===== config.mk =====
export PLATFORM = sky130hd
export DESIGN_NAME = sequential_divider_flat
export DESIGN_NICKNAME = d
export VERILOG_FILES = /design/src/rtl/sequential_divider_if.sv /design/src/rtl/sequential_divider.sv /design/src/flat_wrapper.sv
export SDC_FILE = /design/constraint.sdc
export NUM_CORES = 1
export LEC_CHECK = 0
export BUFFER_PORTS_ARGS = -buffer_cell sky130_fd_sc_hd__buf_2
export CORE_ASPECT_RATIO = 1.2
export CORE_MARGIN = 4
export CORE_UTILIZATION = 50
export DETAILED_ROUTE_END_ITERATION = 10
export HOLD_SLACK_MARGIN = 0.02
export PLACE_DENSITY = 0.72
export SLEW_MARGIN = 15
export SYNTH_ARGS = -nofsm -noshare
export SYNTH_HDL_FRONTEND = slang
export SYNTH_SLANG_ARGS = --single-unit

===== constraint.sdc =====
create_clock -name clk -period 2.5 [get_ports clk]
set_input_delay 0.125 -clock clk [delete_from_list [all_inputs] [get_ports clk]]
set_output_delay 0.125 -clock clk [all_outputs]
set_load 0.01 [all_outputs]

===== src/rtl/sequential_divider_if.sv =====
// ---------------------------------------------------------------------------
// sequential_divider_if
// Operand/result handshake bundle for the sequential divider.
// master: operand producer / result consumer.  slave: the divider itself.
// ---------------------------------------------------------------------------
interface sequential_divider_if #(
   parameter int WIDTH = 4
) ();

   logic             in_valid;
   logic             in_ready;
   logic [WIDTH-1:0] dividend;
   logic [WIDTH-1:0] divisor;
   logic             out_valid;
   logic             out_ready;
   logic [WIDTH-1:0] quotient;
   logic [WIDTH-1:0] remainder;
   logic             div_zero;

   modport master (
      output in_valid,
      output dividend,
      output divisor,
      output out_ready,
      input  in_ready,
      input  out_valid,
      input  quotient,
      input  remainder,
      input  div_zero
   );

   modport slave (
      input  in_valid,
      input  dividend,
      input  divisor,
      input  out_ready,
      output in_ready,
      output out_valid,
      output quotient,
      output remainder,
      output div_zero
   );

endinterface : sequential_divider_if


===== src/rtl/sequential_divider.sv =====
// ---------------------------------------------------------------------------
// sequential_divider
// Unsigned iterative restoring divider, one quotient bit per enabled cycle.
// Operands arrive and results leave over valid/ready (sequential_divider_if).
// EN is a global clock enable: with EN=0 nothing in the block changes.
//
// Optional feature macro: DIV_ZERO_FAST_EN
//   defined   : a zero divisor jumps IDLE -> DONE on the accepting edge.
//   undefined : a zero divisor runs the normal WIDTH iterations, which
//               naturally yield quotient = all ones, remainder = dividend.
// ---------------------------------------------------------------------------
module sequential_divider #(
   parameter int WIDTH = 4
) (
   input  logic                 clk,
   input  logic                 reset,   // asynchronous, active low
   input  logic                 EN,
   sequential_divider_if.slave  bus
);

   localparam int                CW        = $clog2(WIDTH + 1);
   localparam logic [CW-1:0]     CNT_ZERO  = CW'(1'b0);
   localparam logic [CW-1:0]     CNT_ONE   = CW'(1'b1);
   localparam logic [CW-1:0]     CNT_LAST  = CW'(WIDTH);
   localparam logic [WIDTH-1:0]  ZERO_W    = {WIDTH{1'b0}};
   localparam logic [WIDTH-1:0]  ONES_W    = {WIDTH{1'b1}};
   localparam logic [WIDTH:0]    ZERO_R    = {(WIDTH+1){1'b0}};

   typedef enum logic [1:0] {
      ST_IDLE = 2'd0,
      ST_BUSY = 2'd1,
      ST_DONE = 2'd2
   } state_t;

   // FSM state
   state_t           r_state;
   state_t           w_state_nxt;

   // Working registers: r_n starts as the dividend and is shifted left each
   // iteration while quotient bits enter at the LSB, so after WIDTH
   // iterations it holds the quotient.
   logic [WIDTH-1:0] r_n;
   logic [WIDTH-1:0] r_d;
   logic [WIDTH:0]   r_r;      // partial remainder, WIDTH+1 bits
   logic [CW-1:0]    r_cnt;

   // Registered interface outputs
   logic             r_in_ready;
   logic             r_out_valid;
   logic [WIDTH-1:0] r_quotient;
   logic [WIDTH-1:0] r_remainder;
   logic             r_div_zero;

   // Control strobes
   logic             w_in_fire;
   logic             w_out_fire;
   logic             w_iter;
   logic             w_finish;
   logic             w_fast_dz;

   // Datapath step
   logic [WIDTH:0]   w_r_shift;
   logic [WIDTH:0]   w_r_sub;
   logic             w_ge;
   logic [WIDTH:0]   w_r_nxt;

   // Handshake strobes and iteration control, all qualified by EN
   always_comb begin
      w_in_fire  = EN & bus.in_valid & r_in_ready;
      w_out_fire = EN & r_out_valid & bus.out_ready;
      w_iter     = EN & (r_state == ST_BUSY) & (r_cnt != CNT_LAST);
      w_finish   = EN & (r_state == ST_BUSY) & (r_cnt == CNT_LAST);
`ifdef DIV_ZERO_FAST_EN
      w_fast_dz  = w_in_fire & (bus.divisor == ZERO_W);
`else
      w_fast_dz  = 1'b0;
`endif
   end

   // Next-state decode; every state holds when its transfer condition is absent
   always_comb begin
      w_state_nxt = r_state;
      case (r_state)
         ST_IDLE: begin
            if (w_fast_dz) begin
               w_state_nxt = ST_DONE;
            end else if (w_in_fire) begin
               w_state_nxt = ST_BUSY;
            end else begin
               w_state_nxt = ST_IDLE;
            end
         end
         ST_BUSY: begin
            if (w_finish) begin
               w_state_nxt = ST_DONE;
            end else begin
               w_state_nxt = ST_BUSY;
            end
         end
         ST_DONE: begin
            if (w_out_fire) begin
               w_state_nxt = ST_IDLE;
            end else begin
               w_state_nxt = ST_DONE;
            end
         end
         default: begin
            w_state_nxt = ST_IDLE;
         end
      endcase
   end

   // One restoring step: shift in the next dividend bit, subtract if it fits.
   // The stored remainder is always below D, so dropping r_r's MSB in the
   // shift loses nothing and R' never overflows WIDTH+1 bits.
   always_comb begin
      w_r_shift = (r_r << 1) | {ZERO_W, r_n[WIDTH-1]};
      w_ge      = (w_r_shift >= {1'b0, r_d});
      w_r_sub   = w_r_shift - {1'b0, r_d};
      if (w_ge) begin
         w_r_nxt = w_r_sub;
      end else begin
         w_r_nxt = w_r_shift;
      end
   end

   // FSM state register
   always_ff @(posedge clk or negedge reset) begin
      if (!reset) begin
         r_state <= ST_IDLE;
      end else if (EN) begin
         r_state <= w_state_nxt;
      end
   end

   // Operand capture and iteration registers
   always_ff @(posedge clk or negedge reset) begin
      if (!reset) begin
         r_n   <= ZERO_W;
         r_d   <= ZERO_W;
         r_r   <= ZERO_R;
         r_cnt <= CNT_ZERO;
      end else if (w_in_fire) begin
         r_n   <= bus.dividend;
         r_d   <= bus.divisor;
         r_r   <= ZERO_R;
         r_cnt <= CNT_ZERO;
      end else if (w_iter) begin
         r_n   <= {r_n[WIDTH-2:0], w_ge};
         r_r   <= w_r_nxt;
         r_cnt <= r_cnt + CNT_ONE;
      end else if (w_finish) begin
         r_cnt <= CNT_ZERO;
      end
   end

   // Registered handshake flags follow the next state
   always_ff @(posedge clk or negedge reset) begin
      if (!reset) begin
         r_in_ready  <= 1'b1;
         r_out_valid <= 1'b0;
      end else if (EN) begin
         r_in_ready  <= (w_state_nxt == ST_IDLE);
         r_out_valid <= (w_state_nxt == ST_DONE);
      end
   end

   // Result registers load only on DONE entry and hold until the next result
   always_ff @(posedge clk or negedge reset) begin
      if (!reset) begin
         r_quotient  <= ZERO_W;
         r_remainder <= ZERO_W;
         r_div_zero  <= 1'b0;
      end else if (w_fast_dz) begin
         r_quotient  <= ONES_W;
         r_remainder <= bus.dividend;
         r_div_zero  <= 1'b1;
      end else if (w_finish) begin
         r_quotient  <= r_n;
         r_remainder <= r_r[WIDTH-1:0];
         r_div_zero  <= (r_d == ZERO_W);
      end
   end

   assign bus.in_ready  = r_in_ready;
   assign bus.out_valid = r_out_valid;
   assign bus.quotient  = r_quotient;
   assign bus.remainder = r_remainder;
   assign bus.div_zero  = r_div_zero;

endmodule : sequential_divider

===== src/flat_wrapper.sv =====
// flat-port wrapper written by rule: the top's interface ports become plain ports
module sequential_divider_flat 
#(
   parameter int WIDTH = 4
)
  (clk, reset, EN, bus_in_valid, bus_dividend, bus_divisor, bus_out_ready, bus_in_ready, bus_out_valid, bus_quotient, bus_remainder, bus_div_zero);
  sequential_divider_if #(.WIDTH(WIDTH)) bus_i ();
  input  logic clk;
  input  logic reset;
  input  logic EN;
  input wire logic [$bits(bus_i.in_valid)-1:0] bus_in_valid;
  input wire logic [$bits(bus_i.dividend)-1:0] bus_dividend;
  input wire logic [$bits(bus_i.divisor)-1:0] bus_divisor;
  input wire logic [$bits(bus_i.out_ready)-1:0] bus_out_ready;
  output wire logic [$bits(bus_i.in_ready)-1:0] bus_in_ready;
  output wire logic [$bits(bus_i.out_valid)-1:0] bus_out_valid;
  output wire logic [$bits(bus_i.quotient)-1:0] bus_quotient;
  output wire logic [$bits(bus_i.remainder)-1:0] bus_remainder;
  output wire logic [$bits(bus_i.div_zero)-1:0] bus_div_zero;
  assign bus_i.in_valid = bus_in_valid;
  assign bus_i.dividend = bus_dividend;
  assign bus_i.divisor = bus_divisor;
  assign bus_i.out_ready = bus_out_ready;
  assign bus_in_ready = bus_i.in_ready;
  assign bus_out_valid = bus_i.out_valid;
  assign bus_quotient = bus_i.quotient;
  assign bus_remainder = bus_i.remainder;
  assign bus_div_zero = bus_i.div_zero;
  sequential_divider #(.WIDTH(WIDTH)) u_core (.clk(clk), .reset(reset), .EN(EN), .bus(bus_i));
endmodule

Yosys cells after proc, flatten, opt, wreduce, memory -nomap -nowiden
Index checks and enable logic that the tools add are counted.
{"block": "totals", "ff_bits": 28, "latch_bits": 0, "mem_bits_rw": 0, "mem_bits_ro": 0, "input_bits": 13, "out_inout_bits": 11, "wordCells": 43, "memories": 0}
{"block": "classes", "add_sub_neg": 2, "multipliers": 0, "div_mod_pow": 0, "n_lt_le_gt_ge": 1, "n_eq_ne": 5, "n_shift": 0, "mux": 12, "bitwise_logic": 8, "reduce_logical": 5}
{"cell": "4-bit two-way mux", "n": 5}
{"cell": "3-bit two-way mux", "n": 3}
{"cell": "1-bit bitwise AND", "n": 7}
{"cell": "2-bit one-hot mux with 3 select lines", "n": 1}
{"cell": "5-bit by 4-bit greater-or-equal comparator with 1-bit output", "n": 1}
{"cell": "5-bit by 1-bit bitwise OR with 5-bit output", "n": 1}
{"cell": "2-bit == test, second input constant", "n": 2}
{"cell": "2-bit logical NOT", "n": 2}
{"cell": "4-bit logical NOT", "n": 1}
{"cell": "2-bit two-way mux", "n": 2}
{"cell": "4-bit subtractor", "n": 1}
{"cell": "3-bit by 1-bit adder with 3-bit output, second input constant", "n": 1}
{"cell": "3-bit == test, second input constant", "n": 1}
{"cell": "3-bit != test, second input constant", "n": 1}
{"cell": "3-bit nonzero test", "n": 1}
{"cell": "2-bit by 1-bit == test with 1-bit output, second input constant", "n": 1}
{"cell": "2-bit nonzero test", "n": 1}
{"cell": "1-bit two-way mux", "n": 1}

Depth between registers and ports, before layout
Gate-level depths: netlist of the first run.
{"block": "logic_depth", "word_depth": 6, "depth_mapped": 7, "mapped_depth_nobuf": 6}

Worst setup path after synthesis of the first run
Ideal clock, no wire load.
{"block": "synth_path", "kind": "register to register", "from": "register u_core.r_d[0]", "to": "register u_core.r_r[2]", "setup_time_ps": 131, "arrival_time_ps": 1722, "t_required_ps": 2369, "path_slack_ps": 647, "path_stages_with_launch": 6, "n_path_buf": 0, "period_less_slack_ps": 1853, "cell_sequence": "dfrtp_1 > ha_1 > nand2b_2 > a2111oi_4 > nor4_1 > or3_1"}
{"block": "synth_between", "elab_chain_cells": 4, "word_cells_on_any_way": 5, "cone_classes": "add/sub: 1; order compare: 1; mux: 3"}
{"item": "start, declared", "line": "sequential_divider.sv:43", "text": "logic [WIDTH-1:0] r_d;"}
{"item": "start signal, assigned", "line": "sequential_divider.sv:145", "text": "r_d <= bus.divisor;"}
{"item": "4-bit subtractor or 5-bit by 4-bit greater-or-equal comparator with 1-bit output (tied branches)", "line": "sequential_divider.sv:119, sequential_divider.sv:118"}
{"item": "4-bit two-way mux *", "line": "sequential_divider.sv:120", "text": "if (w_ge) begin"}
{"item": "4-bit two-way mux *", "line": "sequential_divider.sv:148", "text": "end else if (w_iter) begin"}
{"item": "4-bit two-way mux *", "line": "sequential_divider.sv:143", "text": "end else if (w_in_fire) begin"}
{"item": "end signal, assigned", "line": "sequential_divider.sv:150", "text": "r_r <= w_r_nxt;"}
{"item": "end, declared", "line": "sequential_divider.sv:44", "text": "logic [WIDTH:0] r_r;"}
Every way passes the cells marked *; elsewhere a longest branch is shown, timed or not. The select of a mux whose other input is x is not followed.
A chain may end at the register's enable or synchronous reset.

Worst setup path after layout of the first run
{"block": "layout_path", "from": "register u_core.r_n[3]", "to": "register u_core.r_r[2]"}
{"block": "layout_between", "elab_chain_cells": 5, "word_cells_on_any_way": 6, "cone_classes": "add/sub: 1; order compare: 1; mux: 3; bitwise: 1"}
{"item": "start, declared", "line": "sequential_divider.sv:42", "text": "logic [WIDTH-1:0] r_n;"}
{"item": "start signal, assigned", "line": "sequential_divider.sv:144", "text": "r_n <= bus.dividend;"}
{"item": "start signal, assigned", "line": "sequential_divider.sv:149", "text": "r_n <= {r_n[WIDTH-2:0], w_ge};"}
{"item": "5-bit by 1-bit bitwise OR with 5-bit output *", "line": "sequential_divider.sv:117", "text": "w_r_shift = (r_r << 1) | {ZERO_W, r_n[WIDTH-1]};"}
{"item": "4-bit subtractor or 5-bit by 4-bit greater-or-equal comparator with 1-bit output (tied branches)", "line": "sequential_divider.sv:119, sequential_divider.sv:118"}
{"item": "4-bit two-way mux *", "line": "sequential_divider.sv:120"}
{"item": "4-bit two-way mux *", "line": "sequential_divider.sv:148"}
{"item": "4-bit two-way mux *", "line": "sequential_divider.sv:143"}
Marks and branches as above.

==> results of run 1 <==
[final cells by class]
class / count / area share
Tap cell: 34 / 0.0246
Sequential cell: 28 / 0.406
Timing Repair Buffer: 31 / 0.110
Multi-Input combinational cell: 92 / 0.410
Clock buffer: 3 / 0.0130
Inverter: 9 / 0.0195
Clock inverter: 1 / 0.0174
[sequential cells by signal, indices dropped and copies added (netlist names)]
register              cells
u_core.r_state            2
u_core.bus.out_valid      1
u_core.bus.quotient       4
u_core.bus.remainder      4
u_core.bus.div_zero       1
u_core.bus.in_ready       1
u_core.r_cnt              3
u_core.r_n                4
u_core.r_r                4
u_core.r_d                4
[cell usage after synthesis (2+ instances only)]
library cell  count
nor2_1            6
ha_1              6
clkbuf_1          2
o21ai_0           9
nand3b_1          3
a31oi_1           2
o31ai_1           2
inv_1             9
buf_2             3
and3_1            2
nand3_1           4
mux2_2           13
nor4_1            2
a21oi_1          11
or3_2             2
mux2i_1           2
o21a_1            2
nand2_1           4
a21boi_0          2
dfrtp_1          27
[kinds of logic after synthesis]
family	synth area share
compound gates	0.177
simple gates	0.122
flops	0.478
mux	0.113
buf+inv	0.0384
fa+ha+maj	0.0648
xor+xnor	0.00597
[routing by layer]
layer  up-vias  GRT usage
met5         -          0
met3         7     0.0210
met1       547      0.213
met4         0     0.0841
met2        23      0.308
li1        546          -
[final timing paths]
kind	end	slack, ns
setup / recovery	u_core.r_r[2]$_DFFE_PN0P_	0.44
setup reg to reg	u_core.r_r[2]$_DFFE_PN0P_	0.44
hold / removal	u_core.r_n[1]$_DFFE_PN0P_	0.04
hold reg to reg	u_core.bus.quotient[2]$_DFFE_PN0P_	0.53
min in group asynchronous	u_core.r_cnt[0]$_DFFE_PN0P_	0.31
max in group asynchronous	u_core.r_n[0]$_DFFE_PN0P_	1.79
[power groups by stage]
| stage | Clock [mW] | Sequential, mW | Combinational [mW] |
|---|---|---|---|
| 2_1_floorplan | 0 | 0.839 | 0.810 |
| 3_3_place_gp | 0 | 0.835 | 1.06 |
| 3_5_place_dp | 0 | 0.852 | 1.09 |
| 4_1_cts | 0.308 | 0.842 | 1.12 |
| 5_1_grt | 0.326 | 0.874 | 1.27 |
| 6_report | 0.301 | 0.840 | 1.11 |
[worst max-delay path: stages (launching register included)]
cell and delay [ns]:
dfrtp_1 0.42, inv_1 0.07, ha_1 0.28, nand2b_2 0.21, a2111oi_4 0.51, nor4_1 0.12
or3_1 0.35
==> metrics.yaml, run 1 <==
outcome: "complete, no violations"
core_area_sq_um: 2810
cp_max_fo: 7
drcViolationCount: 0
vias: 1123
route.met3.wl_um: 92
drv_slew: 0
swShare: 0.391
die-area_sq_um: 3870
dp.cells: 188
initial_utilization: 0.522
period_minus_slack_ns: 2.06
required_ns: 2.74
r2r_cells: 6
routed_via_density: 5.67
layout-drive-gt1-share: 0.293
cts_tree: "done"
grt_pass1_vias: 1099
holdBufCountCts: 6
synth-edff-count: 0
hold-path-cell-count: 3
place_ws_ns: 0.500
fin_ws_ns: 0.436
synth_cell_type_count: 41
rsz0062_at_grt: "false"
grt_max_degree: 29
arrival_ns: 2.30
rr_startpoint: "u_core.r_n[3]$_DFFE_PN0P_"
met1Wirelength_um: 1230
maxSlewHeadroom: 0.592
portBuffers: 23
synth.largest_area_cell: "dfrtp_1"
drtIter0Drc: 21
fin_area_sq_um: 1730
drv_cap: 0
area_delta_synth_final_pct: 17.9
dp_hpwl_um: 2150
synth_top_area_frac: 0.460
wl_per_cell_um: 14.9
hold_viol: 0
multi_input_area_sq_um: 709
finalPower_mw: 2.25
synth_cells: 134
crit_path_start: "u_core.r_n[3]$_DFFE_PN0P_"
dieHeight_um: 67.4
cts_setup_buffers: 0
stdcell_count: 198
wirelength_um: 2960
numCtsBuffers: 3
ys.flop_type: "dfrtp_1"
setup_viol: 0
first_pass_iters: 4
synth.area.top_cells: "dfrtp_1 46%, mux2_2 10%, ha_1 5.1%"
setup_tns_ns: 0
gr-usage-all-layers: 0.175
synthesis.nets: 154
leakagePower_nw: 0.836
p_comb_frac: 0.492
critical_path_class: "flip-flop to flip-flop"
peakVddDrop_mv: 0.788
avgSynthCellArea_sq_um: 11.0
regArea_sq_um: 702
power_switching_mw: 0.878
cts_root_buffer: "clkbuf_4"
placed_cell_area_sq_um: 1620
tightest_slew_ns: 0.612
final_common_cell: "dfrtp_1"
holdCritStartpoint: "bus_dividend[1]"
start_kind: "flip-flop"
io_pins: 24
antennaDiodeCount: 0
skew_ns: 0.00491
async_flop_share: 1.00
grt_pass1_wl_um: 5200
placementRows: 21
clk_latency_ns: 0.34
p_per_area_nw_per_um2: 1300
whs_ns: 0.0380
hp-class: "input pin to flip-flop"
fin_util: 0.615
grt_remaining_overflow: 0
seqPwrFrac: 0.374
wl_met2_um: 1570
cts.clk_slew.worst_paths_ns: 0.15
cts.path.max_buffers: 2
ant_nets: 0
synth-seq-cells: 28
htreeDepth: 1
syn_area_sq_um: 1470
cts_resized: 0
place.gp.congestion: 0.810
yosys_warnings: 0
end_kind: "flip-flop"
fin_nets: 185
synth-seq-area-share: 0.478
p_int_mw: 1.37
layout_common_cells: "27 x dfrtp_1, 23 x buf_2, 13 x mux2_2"
fin_crit_sh: 0.825
top_layer: "met4"
max_freq_mhz: 485
clock_sinks: 28
nFillCells: 226
power_frac_clock: 0.134
antenna_found_initial: 0
fp.dieW_um: 57.5
Power figures use the tool's default switching activity.
==> run 2, diff against run 1 <==
--- a/config.mk
+++ b/config.mk
@@ -5,6 +5,7 @@
 export SDC_FILE = /design/constraint.sdc
 export NUM_CORES = 1
 export LEC_CHECK = 0
+export ABC_AREA = 1
 export BUFFER_PORTS_ARGS = -buffer_cell sky130_fd_sc_hd__buf_2
 export CORE_ASPECT_RATIO = 1.2
 export CORE_MARGIN = 4
==> constraint.sdc (replaced) <==
create_clock -name clk -period 2 [get_ports clk]
set_input_delay 0.1 -clock clk [delete_from_list [all_inputs] [get_ports clk]]
set_output_delay 0.1 -clock clk [all_outputs]
set_load 0.01 [all_outputs]
==> run 2 against run 1 <==
Against the previous run: setup slack worse by 0.19 ns; cell count up 20%; fmax up 18%; clock skew up 0.0033 ns; hold slack improved by 0.040 ns; register-to-register slack got worse by 0.19 ns.
==> metrics.yaml, run 2 <==
outcome: "complete, no violations"  # unchanged
dp_hpwl_um: 2240  # was 2150 um
final_common_cell: "nand2_1"  # was dfrtp_1
drv_slew: 0  # unchanged
syn_area_sq_um: 1440  # was 1470 sq um
numCtsBuffers: 3  # unchanged
drtIter0Drc: 53  # was 21
place_ws_ns: 0.347  # was 0.500 ns
grt_max_degree: 29  # unchanged
wl_per_cell_um: 12.4  # was 14.9 um
clk_latency_ns: 0.33  # was 0.34 ns
layout_common_cells: "58 x nand2_1, 27 x dfrtp_1, 23 x buf_2"  # was 27 x dfrtp_1, 23 x buf_2, 13 x mux2_2
layout-drive-gt1-share: 0.216  # was 0.293
synth-seq-area-share: 0.489  # was 0.478
end_kind: "flip-flop"  # unchanged
synthesis.nets: 189  # was 154
dp.cells: 225  # was 188
hp-class: "input pin to flip-flop"  # unchanged
route.met3.wl_um: 147  # was 92 um
cp_max_fo: 5  # was 7
cts.path.max_buffers: 2  # unchanged
cts_root_buffer: "clkbuf_4"  # unchanged
cts_tree: "done"  # unchanged
vias: 1210  # was 1123
peakVddDrop_mv: 0.616  # was 0.788 mV
die-area_sq_um: 3790  # was 3870 sq um
avgSynthCellArea_sq_um: 8.49  # was 11.0 sq um
fin_ws_ns: 0.247  # was 0.436 ns
cts_resized: 0  # unchanged
synth_cell_type_count: 25  # was 41
multi_input_area_sq_um: 629  # was 709 sq um
routed_via_density: 5.08  # was 5.67
period_minus_slack_ns: 1.75  # was 2.06 ns
critical_path_class: "flip-flop to flip-flop"  # unchanged
first_pass_iters: 4  # unchanged
yosys_warnings: 0  # unchanged
leakagePower_nw: 0.916  # was 0.836 nW
synth_most_common_cell: "nand2_1"  # was dfrtp_1
top_layer: "met4"  # unchanged
p_per_area_nw_per_um2: 1420  # was 1300 nW/um^2
synth_top_area_frac: 0.471  # was 0.460
synth.largest_area_cell: "dfrtp_1"  # unchanged
wl_met2_um: 1500  # was 1570 um
antenna_found_initial: 0  # unchanged
arrival_ns: 2.04  # was 2.30 ns
regArea_sq_um: 702  # unchanged
io_pins: 24  # unchanged
fp.dieW_um: 56.9  # was 57.5 um
place.gp.congestion: 0.890  # was 0.810
synth.area.top_cells: "dfrtp_1 47%, nand2_1 15%, inv_1 5.5%"  # was dfrtp_1 46%, mux2_2 10%, ha_1 5.1%
async_flop_share: 1.00  # unchanged
wirelength_um: 2950  # was 2960 um
portBuffers: 23  # unchanged
drv_cap: 0  # unchanged
nFillCells: 266  # was 226
setup_viol: 0  # unchanged
htreeDepth: 1  # unchanged
synth_common_cells: "58 x nand2_1, 27 x dfrtp_1, 21 x inv_1"  # was 27 x dfrtp_1, 13 x mux2_2, 11 x a21oi_1
skew_ns: 0.00818  # was 0.00491 ns
start_kind: "flip-flop"  # unchanged
rsz0062_at_grt: "false"  # unchanged
synth-edff-count: 0  # unchanged
dieHeight_um: 66.7  # was 67.4 um
clock_sinks: 28  # unchanged
antennaDiodeCount: 0  # unchanged
gr-usage-all-layers: 0.181  # was 0.175
maxSlewHeadroom: 0.586  # was 0.592
grt_pass1_vias: 1273  # was 1099
area_delta_synth_final_pct: 18.5  # was 17.9%
grt_remaining_overflow: 0  # unchanged
setup_tns_ns: 0  # unchanged
initial_utilization: 0.515  # was 0.522
synth-seq-cells: 28  # unchanged
drcViolationCount: 0  # unchanged
synth_cells: 169  # was 134
fin_nets: 225  # was 185
placed_cell_area_sq_um: 1580  # was 1620 sq um
met1Wirelength_um: 1210  # was 1230 um
cts_setup_buffers: 0  # unchanged
finalPower_mw: 2.42  # was 2.25 mW
stdcell_count: 238  # was 198
max_freq_mhz: 570  # was 485 MHz
cts.clk_slew.worst_paths_ns: 0.15  # about the same
hold_viol: 0  # unchanged
core_area_sq_um: 2790  # was 2810 sq um
ys.flop_type: "dfrtp_1"  # unchanged
tightest_slew_ns: 0.621  # was 0.612 ns
placementRows: 21  # unchanged
ant_nets: 0  # unchanged
grt_pass1_wl_um: 5370  # was 5200 um
required_ns: 2.29  # was 2.74 ns
fin_crit_sh: 0.877  # was 0.825
fin_area_sq_um: 1700  # was 1730 sq um
==> run 2: final timing paths <==
path,from,to,slack [ns],cells past startpoint
max,u_core.r_r[1]$_DFFE_PN0P_,u_core.r_r[1]$_DFFE_PN0P_,0.25,8
min,bus_dividend[3],u_core.r_n[3]$_DFFE_PN0P_,0.08,5
max reg2reg,u_core.r_r[1]$_DFFE_PN0P_,u_core.r_r[1]$_DFFE_PN0P_,0.25,8
min reg2reg,u_core.bus.quotient[2]$_DFFE_PN0P_,u_core.bus.quotient[2]$_DFFE_PN0P_,0.48,2
max in group asynchronous,reset,u_core.bus.quotient[3]$_DFFE_PN0P_,1.30,2
min in group asynchronous,reset,u_core.r_cnt[2]$_DFFE_PN0P_,0.29,2
==> run 2: where the power goes <==
group          internal, mW  switching (mW)
Clock                0.0784           0.168
Combinational         0.469           0.775
Sequential            0.800           0.131
==> run 2: logic make-up after synthesis <==
group	after synthesis	synth area share
flops	28	0.489
compound gates	26	0.119
buf+inv	25	0.0724
xor+xnor	1	0.00610
fa+ha+maj	7	0.0663
simple gates	82	0.248
==> run 2: stage by stage <==
step,hold slack (ns),utilization
2_1_floorplan,-0.196,-
3_3_place_gp,0.143,0.569
3_5_place_dp,0.156,0.569
4_1_cts,0.0570,0.611
5_1_grt,0.112,0.611
6_report,0.0783,0.611
==> run 2: cell type report <==
class,instances,share of cell area
clock buffer,4,0.0155
tap,34,0.0250
multi-input combinational,116,0.370
sequential,28,0.413
inverter,23,0.0515
timing repair buffer,33,0.125
==> run 2: timing repair <==
item / CTS / global route
setup endpoints to repair: 0 / 0
hold buffers: 9 / 0
hold endpoints to repair: 35 / 0
==> run 2: worst max-delay path, cell delays in order, from the launching register on <==
cell	delay [ns]
dfrtp_1	0.43
ha_1	0.36
a21oi_1	0.27
nand2_1	0.10
nand2_1	0.14
nand2_1	0.15
nand2_1	0.10
nand3_1	0.09
nand2_1	0.07
==> run 2: layer usage <==
| layer | GRT usage | vias to the layer above |
|---|---|---|
| met5 | 0 | - |
| met4 | 0.104 | 0 |
| met3 | 0.0291 | 8 |
| met2 | 0.317 | 32 |
| met1 | 0.205 | 564 |
| li1 | - | 606 |
==> run 3, diff against run 2 <==
--- a/config.mk
+++ b/config.mk
@@ -7,6 +7,7 @@
 export LEC_CHECK = 0
 export ABC_AREA = 1
 export BUFFER_PORTS_ARGS = -buffer_cell sky130_fd_sc_hd__buf_2
+export CAP_MARGIN = 25
 export CORE_ASPECT_RATIO = 1.2
 export CORE_MARGIN = 4
 export CORE_UTILIZATION = 50
==> constraint.sdc (replaced) <==
create_clock -name clk -period 2 [get_ports clk]
set_input_delay 0.4 -clock clk [delete_from_list [all_inputs] [get_ports clk]]
set_output_delay 0.4 -clock clk [all_outputs]
set_load 0.01 [all_outputs]
==> run 3 against run 2 <==
Against the previous run: design area shrank 5.3%; hold slack worse by 0.022 ns; cell count down 3.8%; global-route usage shrank 0.29 points; critical path type unchanged; highest routed layer unchanged.
==> metrics.yaml, run 3 (synthesis gave the netlist of run 2 again) <==
place.gp.congestion: 0.890  # unchanged
drv_slew: 0  # unchanged
htreeDepth: 1  # unchanged
first_pass_iters: 4  # unchanged
rr_startpoint: "u_core.r_r[1]$_DFFE_PN0P_"  # unchanged
layout_common_cells: "58 x nand2_1, 27 x dfrtp_1, 23 x buf_2"  # unchanged
layout-drive-gt1-share: 0.226  # was 0.216
skew_ns: 0.00754  # was 0.00818 ns
placed_cell_area_sq_um: 1580  # unchanged
cts_setup_buffers: 0  # unchanged
fin_crit_sh: 0.876  # was 0.877
cts_resized: 0  # unchanged
slowest_delay_ns: 0.43  # about the same
drcViolationCount: 0  # unchanged
crit_chain: "ha_1, a21oi_1, nand2_1, nand2_1, nand2_1, nand2_1, nand3_1, nand2_1"  # unchanged
p_per_area_nw_per_um2: 1500  # was 1420 nW/um^2
rrSetupSlack_ns: 0.25  # about the same
ant_nets: 0  # unchanged
clk_latency_ns: 0.33  # about the same
required_ns: 2.29  # about the same
cts_root_buffer: "clkbuf_4"  # unchanged
arrival_ns: 2.04  # about the same
whs_ns: 0.0565  # was 0.0783 ns
dp.cells: 225  # unchanged
cp_max_fo: 5  # unchanged
area_delta_synth_final_pct: 12.2  # was 18.5%
holdBufCountCts: 0  # was 9
cts_tree: "done"  # unchanged
fin_area_sq_um: 1610  # was 1700 sq um
portBuffers: 23  # unchanged
path_buf_inv: 0  # unchanged
start_kind: "flip-flop"  # unchanged
cpMaxStageDelayCell: "dfrtp_1"  # unchanged
grt_remaining_overflow: 0  # unchanged
wl_per_cell_um: 12.7  # was 12.4 um
core_area_sq_um: 2790  # unchanged
gr-usage-all-layers: 0.178  # was 0.181
dp_hpwl_um: 2240  # unchanged
crit_path_start: "u_core.r_r[1]$_DFFE_PN0P_"  # unchanged
tightest_slew_ns: 0.630  # was 0.621 ns
outcome: "complete, no violations"  # unchanged
io_pins: 24  # unchanged
die-area_sq_um: 3790  # unchanged
path_common_cell: "nand2_1"  # unchanged
setup_viol: 0  # unchanged
drtIter0Drc: 67  # was 53
initial_utilization: 0.515  # unchanged
cts.path.max_buffers: 2  # unchanged
numCtsBuffers: 3  # unchanged
fp.dieW_um: 56.9  # unchanged
r2r_end: "u_core.r_r[1]$_DFFE_PN0P_"  # unchanged
drv_cap: 0  # unchanged
rsz0062_at_grt: "false"  # unchanged
dieHeight_um: 66.7  # unchanged
routed_via_density: 5.11  # was 5.08
critical_path_class: "flip-flop to flip-flop"  # unchanged
hold_viol: 0  # unchanged
grt_max_degree: 29  # unchanged
r2r_cells: 8  # unchanged
peakVddDrop_mv: 0.616  # about the same
placementRows: 21  # unchanged
final_common_cell: "nand2_1"  # unchanged
antenna_found_initial: 0  # unchanged
period_minus_slack_ns: 1.75  # about the same
grt_pass1_vias: 1223  # was 1273
grt_pass1_wl_um: 5260  # was 5370 um
vias: 1171  # was 1210
fin_nets: 216  # was 225
hp-class: "input pin to async pin"  # was input pin to flip-flop
end_kind: "flip-flop"  # unchanged
stdcell_count: 229  # was 238
max_freq_mhz: 571  # was 570 MHz
antennaDiodeCount: 0  # unchanged
cts.clk_slew.worst_paths_ns: 0.15  # about the same
clock_sinks: 28  # unchanged
critical_path.top_delay_family: "simple AND/OR/NAND/NOR gates"  # unchanged
wirelength_um: 2900  # was 2950 um
setup_tns_ns: 0  # unchanged
maxSlewHeadroom: 0.580  # was 0.586
leakagePower_nw: 0.878  # was 0.916 nW
==> run 3: changes by cell type in the layout (fill, tap and decap cells not counted), sizes merged <==
cell / delta
dlygate4sd3: -9
==> run 3: worst reg2reg max path, stage by stage (launching register included) <==
cell and delay [ns]:
dfrtp_1 0.43, ha_1 0.36, a21oi_1 0.27, nand2_1 0.10
nand2_1 0.14, nand2_1 0.15, nand2_1 0.10, nand3_1 0.09
nand2_1 0.07
==> run 3: worst max path at each step <==
stage | endpoint | cells past startpoint
4_1_cts | u_core.r_r[1]$_DFFE_PN0P_ | 8
3_5_place_dp | u_core.r_r[1]$_DFFE_PN0P_ | 8
2_1_floorplan | u_core.r_n[0]$_DFFE_PN0P_ | 7
6_report | u_core.r_r[1]$_DFFE_PN0P_ | 8
5_1_grt | u_core.r_r[2]$_DFFE_PN0P_ | 9
3_3_place_gp | u_core.r_n[0]$_DFFE_PN0P_ | 7
==> run 3: routing by layer <==
layer | share of wire | vias to the layer above | global-route usage
met3 | 0.047 | 8 | 0.0271
met4 | 0.032 | 0 | 0.104
met5 | 0 | - | 0
met1 | 0.41 | 545 | 0.199
met2 | 0.51 | 30 | 0.316
li1 | - | 588 | -
==> run 3: final cells by class <==
class | count | area, sq um
fillers | 277 | 1170
inverters | 23 | 87.6
flip-flops and latches | 28 | 702
clock buffers | 4 | 26.3
repair buffers | 24 | 123
well taps | 34 | 42.5
multi-input cells | 116 | 629
==> run 3: through the flow <==
stage	utilization	total power, mW	worst slack [ns]
after detailed placement	0.569	2.18	0.347
after CTS	0.578	2.43	0.307
after floorplan	-	1.85	0.528
after global routing	0.578	2.66	0.149
after global placement	0.569	2.11	0.457
final	0.578	2.41	0.248
==> run 3: report_power, final <==
group / internal (mW) / switching (mW) / total (mW) / leakage, nW
combinational: 0.458 / 0.773 / 1.23 / 0.504
sequential: 0.800 / 0.131 / 0.931 / 0.359
clock: 0.0784 / 0.168 / 0.247 / 0.0150
total: 1.34 / 1.07 / 2.41 / 0.878
